`config.mk`:
```
export PLATFORM = sky130hd
export DESIGN_NAME = scan_xfer_sched
export DESIGN_NICKNAME = d
export VERILOG_FILES = /design/src/rtl/scan_xfer_sched.sv
export SDC_FILE = /design/constraint.sdc
export NUM_CORES = 1
export LEC_CHECK = 0
export CAP_MARGIN = 30
export CELL_PAD_IN_SITES_DETAIL_PLACEMENT = 1
export CELL_PAD_IN_SITES_GLOBAL_PLACEMENT = 1
export CORE_ASPECT_RATIO = 0.5
export CORE_MARGIN = 10
export CORE_UTILIZATION = 33
export CTS_BUF_LIST = sky130_fd_sc_hd__clkbuf_8 sky130_fd_sc_hd__clkbuf_16
export CTS_CLUSTER_DIAMETER = 80
export DETAILED_ROUTE_END_ITERATION = 8
export PLACE_DENSITY = 0.85
export SLEW_MARGIN = 20
export SYNTH_ARGS = -nofsm -noshare
export SYNTH_HDL_FRONTEND = slang
export SYNTH_SLANG_ARGS = --single-unit
```
`constraint.sdc`:
```
create_clock -name clk -period 1.9 [get_ports clk]
set_clock_uncertainty 0.15 [all_clocks]
set_input_delay 0.285 -clock clk [delete_from_list [all_inputs] [get_ports clk]]
set_output_delay 0.285 -clock clk [all_outputs]
set_load 0.05 [all_outputs]
```
`src/rtl/scan_xfer_sched.sv`:
```
// Round-robin scheduler that hands a shared output channel to one of two scanners
// and streams DEPTH beats from the granted scanner with ready/valid backpressure.
module scan_xfer_sched #(
    parameter int unsigned DEPTH = 8
) (
    input  logic       clk,
    input  logic       rst,
    input  logic       en,
    input  logic [1:0] req,
    input  logic [7:0] data0,
    input  logic [7:0] data1,
    input  logic       out_ready,
    output logic [1:0] grant,
    output logic [1:0] xfer_start,
    output logic [1:0] read_inc,
    output logic [7:0] out_data,
    output logic       out_valid,
    output logic       out_last,
    output logic       busy,
    output logic [7:0] xfer_count0,
    output logic [7:0] xfer_count1
);

    localparam logic [7:0] LastBeat = 8'(DEPTH - 1);

    typedef enum logic [2:0] {
        StIdle,
        StStart,
        StRead,
        StAdv,
        StDone
    } state_e;

    state_e     state_q, state_d;
    logic [1:0] grant_q, grant_d;
    logic [7:0] beat_q, beat_d;
    logic       last_q, last_d;  // index of the scanner that completed most recently
    logic [7:0] cnt0_q, cnt0_d;
    logic [7:0] cnt1_q, cnt1_d;
    logic [1:0] winner;
    logic       is_last_beat;

    assign is_last_beat = (beat_q == LastBeat);

    // Contention goes to whichever scanner did not finish last.
    always_comb begin
        winner = 2'b00;
        case (req)
            2'b01:   winner = 2'b01;
            2'b10:   winner = 2'b10;
            2'b11:   winner = last_q ? 2'b01 : 2'b10;
            default: winner = 2'b00;
        endcase
    end

    always_comb begin
        state_d    = state_q;
        grant_d    = grant_q;
        beat_d     = beat_q;
        last_d     = last_q;
        cnt0_d     = cnt0_q;
        cnt1_d     = cnt1_q;
        xfer_start = 2'b00;
        read_inc   = 2'b00;
        out_valid  = 1'b0;
        out_last   = 1'b0;
        out_data   = 8'h00;

        case (state_q)
            StIdle: begin
                if (en && (req != 2'b00)) begin
                    grant_d = winner;
                    state_d = StStart;
                end
            end
            StStart: begin
                xfer_start = grant_q;
                beat_d     = 8'h00;
                state_d    = StRead;
            end
            StRead: begin
                out_valid = 1'b1;
                out_last  = is_last_beat;
                out_data  = grant_q[1] ? data1 : data0;
                if (out_ready) begin
                    state_d = StAdv;
                end
            end
            StAdv: begin
                read_inc = grant_q;
                beat_d   = beat_q + 8'd1;
                state_d  = is_last_beat ? StDone : StRead;
            end
            StDone: begin
                if (grant_q[0]) begin
                    cnt0_d = cnt0_q + 8'd1;
                end
                if (grant_q[1]) begin
                    cnt1_d = cnt1_q + 8'd1;
                end
                last_d  = grant_q[1];
                grant_d = 2'b00;
                state_d = StIdle;
            end
            default: begin
                grant_d = 2'b00;
                state_d = StIdle;
            end
        endcase
    end

    always_ff @(posedge clk) begin
        if (rst) begin
            state_q <= StIdle;
            grant_q <= 2'b00;
            beat_q  <= 8'h00;
            last_q  <= 1'b1;
            cnt0_q  <= 8'h00;
            cnt1_q  <= 8'h00;
        end else begin
            state_q <= state_d;
            grant_q <= grant_d;
            beat_q  <= beat_d;
            last_q  <= last_d;
            cnt0_q  <= cnt0_d;
            cnt1_q  <= cnt1_d;
        end
    end

    assign grant       = grant_q;
    assign busy        = (state_q != StIdle);
    assign xfer_count0 = cnt0_q;
    assign xfer_count1 = cnt1_q;

endmodule

```
==> flow_metrics.tcl <==
set metrics [dict create \
    outcome "finished with violations" \
    violations "setup timing" \
    final.period_utilization 1.07 \
    hp-start "beat_q[1]$_SDFFE_PP0P_" \
    end_kind "primary output" \
    grt_max_degree 15 \
    cp_data_required_time_ns 1.46 \
    rows 18 \
    io_buffers 54 \
    worst_setup_path_start_kind "register" \
    start_util 0.337 \
    grtUsageTotal 0.156 \
    dieArea_um2 8360 \
    fin_ws_ns -0.139 \
    clk_pin_slew_worst_paths_ns 0.07 \
    p_per_area_nw_per_um2 644 \
    path_delay_family "simple AND/OR/NAND/NOR gates" \
    final-hold-violation-count 0 \
    maxSlewViolCount 0 \
    core_area_um2 4860 \
    final_cell_count_no_fill 337 \
    dr.first_iter.drc_count 115 \
    p_leak_nw 1.03 \
    synth-seq-cells 30 \
    dp_cells 322 \
    seqCellArea_um2 613 \
    synthToLayoutAreaGrowth_pct 72.3 \
    htreeDepth 2 \
    maxCapViolations 0 \
    avgViaCountPerCell 5.62 \
    power_mw 1.82 \
    tightest_slew_ns 0.375 \
    num_vias 1893 \
    crit_slowest_cell "or3_4" \
    num_antenna_cells 0 \
    synth_edf_count 0 \
    syn-mean-instance-area_um2 8.50 \
    worstReg2RegStart "state_q[2]$_SDFFE_PP0P_" \
    hp-class "register to register" \
    gp_congestion 0.783 \
    cp.buffers_inverters 2 \
    finalWirelength_um 6950 \
    drive_above_1_share 0.393 \
    clock_latency_ns 0.29 \
    synth_area_um2 1640 \
    grt_pass1_wl_um 10700 \
    cp_cell_sequence "or3_4 > nor4_4 > buf_4 > nor2b_4 > buf_12" \
    drtPass1Iterations 4 \
    synth_nets 218 \
    fin_nets 292 \
    drc 0 \
    fill_cells 547 \
    multi_input_area_um2 1130 \
    ant_nets 0 \
    io_pins 55 \
    drt-wirelength-per-cell_um 20.6 \
    async_reset_ff_frac 0 \
    crit_fanout 2 \
    path_class "register to primary output" \
    synth_warnings 0 \
    cts_sinks 30 \
    grt_pass1_vias 2020 \
    rsz0062_at_grt "yes" \
    cp_data_arrival_time_ns 1.60 \
    dp_hpwl_um 4260 \
    cts_buffers 5 \
    die_w_um 120 \
    yosysSeqAreaShare 0.366 \
    clock.fmax_mhz 490 \
    syn_inst 193 \
    holdWs_ns 0.346 \
    overflow 0 \
    setup_violations 6 \
    synth_ff_type "dfxtp_1" \
    synthDistinctLibCells 41 \
    die_h_um 69.9 \
    clockBufferDepth 2 \
    cts_root_buf "clkbuf_8" \
    cts_tree "built" \
    finalSetupTns_ns -0.345 \
    startpoint "beat_q[3]$_SDFFE_PP0P_" \
    vdd_drop_max_v 0.000291 \
    antenna_found_initial 0 \
    slew_headroom 0.748 \
    fin_crit_ns 2.04 \
    cpPeakStageDelay_ns 0.39 \
]
==> Yosys cell counts, drive strengths merged (4+ instances only) <==
cell type / number / area [um^2]
o31ai: 8 / 60.1
a31oi: 4 / 25.0
nand3: 8 / 40.0
or3: 5 / 31.3
nand4: 5 / 31.3
nor2: 15 / 56.3
inv: 9 / 33.8
a21oi: 16 / 80.1
mux2i: 11 / 110
dfxtp: 30 / 601
clkbuf: 5 / 18.8
nand2b: 5 / 31.3
or4: 12 / 90.1
nand2: 13 / 48.8
o21ai: 8 / 40.0
buf: 6 / 41.3
==> layer usage <==
layer,vias up,wire (um),GRT usage,share of wire
li1,861,-,-,-
met1,924,2720,0.169,0.39
met2,86,3360,0.266,0.48
met3,22,650,0.0674,0.094
met4,0,223,0.0559,0.032
met5,-,0,0,0
==> tightest hold or removal path, stage by stage, from the launching register on <==
cell and delay (ns):
dfxtp_2 0.34, nand2_1 0.06, a21oi_1 0.06
==> area by class of cell <==
class                      count  share of cell area
inverter                       9              0.0133
clock buffer                   6              0.0292
clock inverter                 1              0.0106
timing repair buffer          77               0.298
tap                           70              0.0310
multi-input combinational    144               0.401
sequential                    30               0.217
==> kinds of logic (layout without fill, tap and decap cells) <==
| logic type | count (synthesis) | count (layout) | share of synthesized area |
|---|---|---|---|
| flip-flops | 30 | 30 | 0.366 |
| adder cells (fa/ha/maj) | 3 | 3 | 0.0229 |
| AO/OA/AOI/OAI | 43 | 43 | 0.158 |
| XOR/XNOR | 2 | 2 | 0.0107 |
| buffers and inverters | 20 | 93 | 0.0572 |
| multiplexers | 12 | 12 | 0.0740 |
| AND/OR/NAND/NOR | 83 | 84 | 0.311 |
==> flip-flops by register name, indices dropped and copies added (netlist names) <==
register	flops
xfer_count1	8
state_q	3
grant	2
xfer_count0	8
beat_q	8
last_q	1
==> cells in the final DEF, fill, tap and decap left out, types with 2 or more instances in the layout <==
cell	Yosys	routed
a21oi_1	16	16
a31oi_1	4	4
and2_4	0	2
buf_12	0	16
buf_4	0	38
clkbuf_8	0	6
clkdlybuf4s50_1	0	21
dfxtp_1	30	22
dfxtp_2	0	7
ha_1	3	2
inv_1	9	8
mux2i_1	11	5
mux2i_2	0	6
nand2_1	13	11
nand2_2	0	2
nand2b_1	5	4
nand3_1	8	8
nand4_1	5	5
nor2_1	15	6
nor2_4	0	9
nor2b_1	3	2
nor3b_4	0	2
o211ai_1	3	3
o21ai_0	8	8
o31ai_1	8	8
or3_1	5	4
or4_1	12	12
==> stage by stage <==
step / cell area [um^2] / utilization / worst slack, ns
after floorplan: 1740 / - / -0.0580
after global placement: 2550 / 0.524 / 0.126
after detailed placement: 2550 / 0.524 / 0.0548
after CTS: 2750 / 0.564 / -0.242
after global routing: 2830 / 0.581 / -0.185
final: 2830 / 0.581 / -0.139
==> report_power, final <==
| part | total, mW | leakage [nW] | switching [mW] | internal, mW |
|---|---|---|---|---|
| clock network | 0.688 | 0.0573 | 0.269 | 0.419 |
| registers | 0.662 | 0.246 | 0.0220 | 0.640 |
| logic | 0.470 | 0.724 | 0.251 | 0.219 |
==> path summary, 6_finish.rpt <==
| path | to | slack (ns) | cells after the start |
|---|---|---|---|
| setup / recovery | out_last | -0.14 | 5 |
| hold / removal | beat_q[1]$_SDFFE_PP0P_ | 0.35 | 2 |
| setup reg to reg | beat_q[7]$_SDFFE_PP0P_ | 0.10 | 4 |
| hold reg to reg | beat_q[1]$_SDFFE_PP0P_ | 0.35 | 2 |
==> what timing repair did <==
item | CTS | global route
pin swaps | 4 | 1
resized for setup | 13 | 19
hold buffers | 0 | 0
buffers inserted | 4 | 3
gates cloned | 1 | 0
endpoints found under the hold margin | 0 | 0
setup endpoints to repair | 15 | 16
Note: power is estimated with default switching activity, not from simulation.
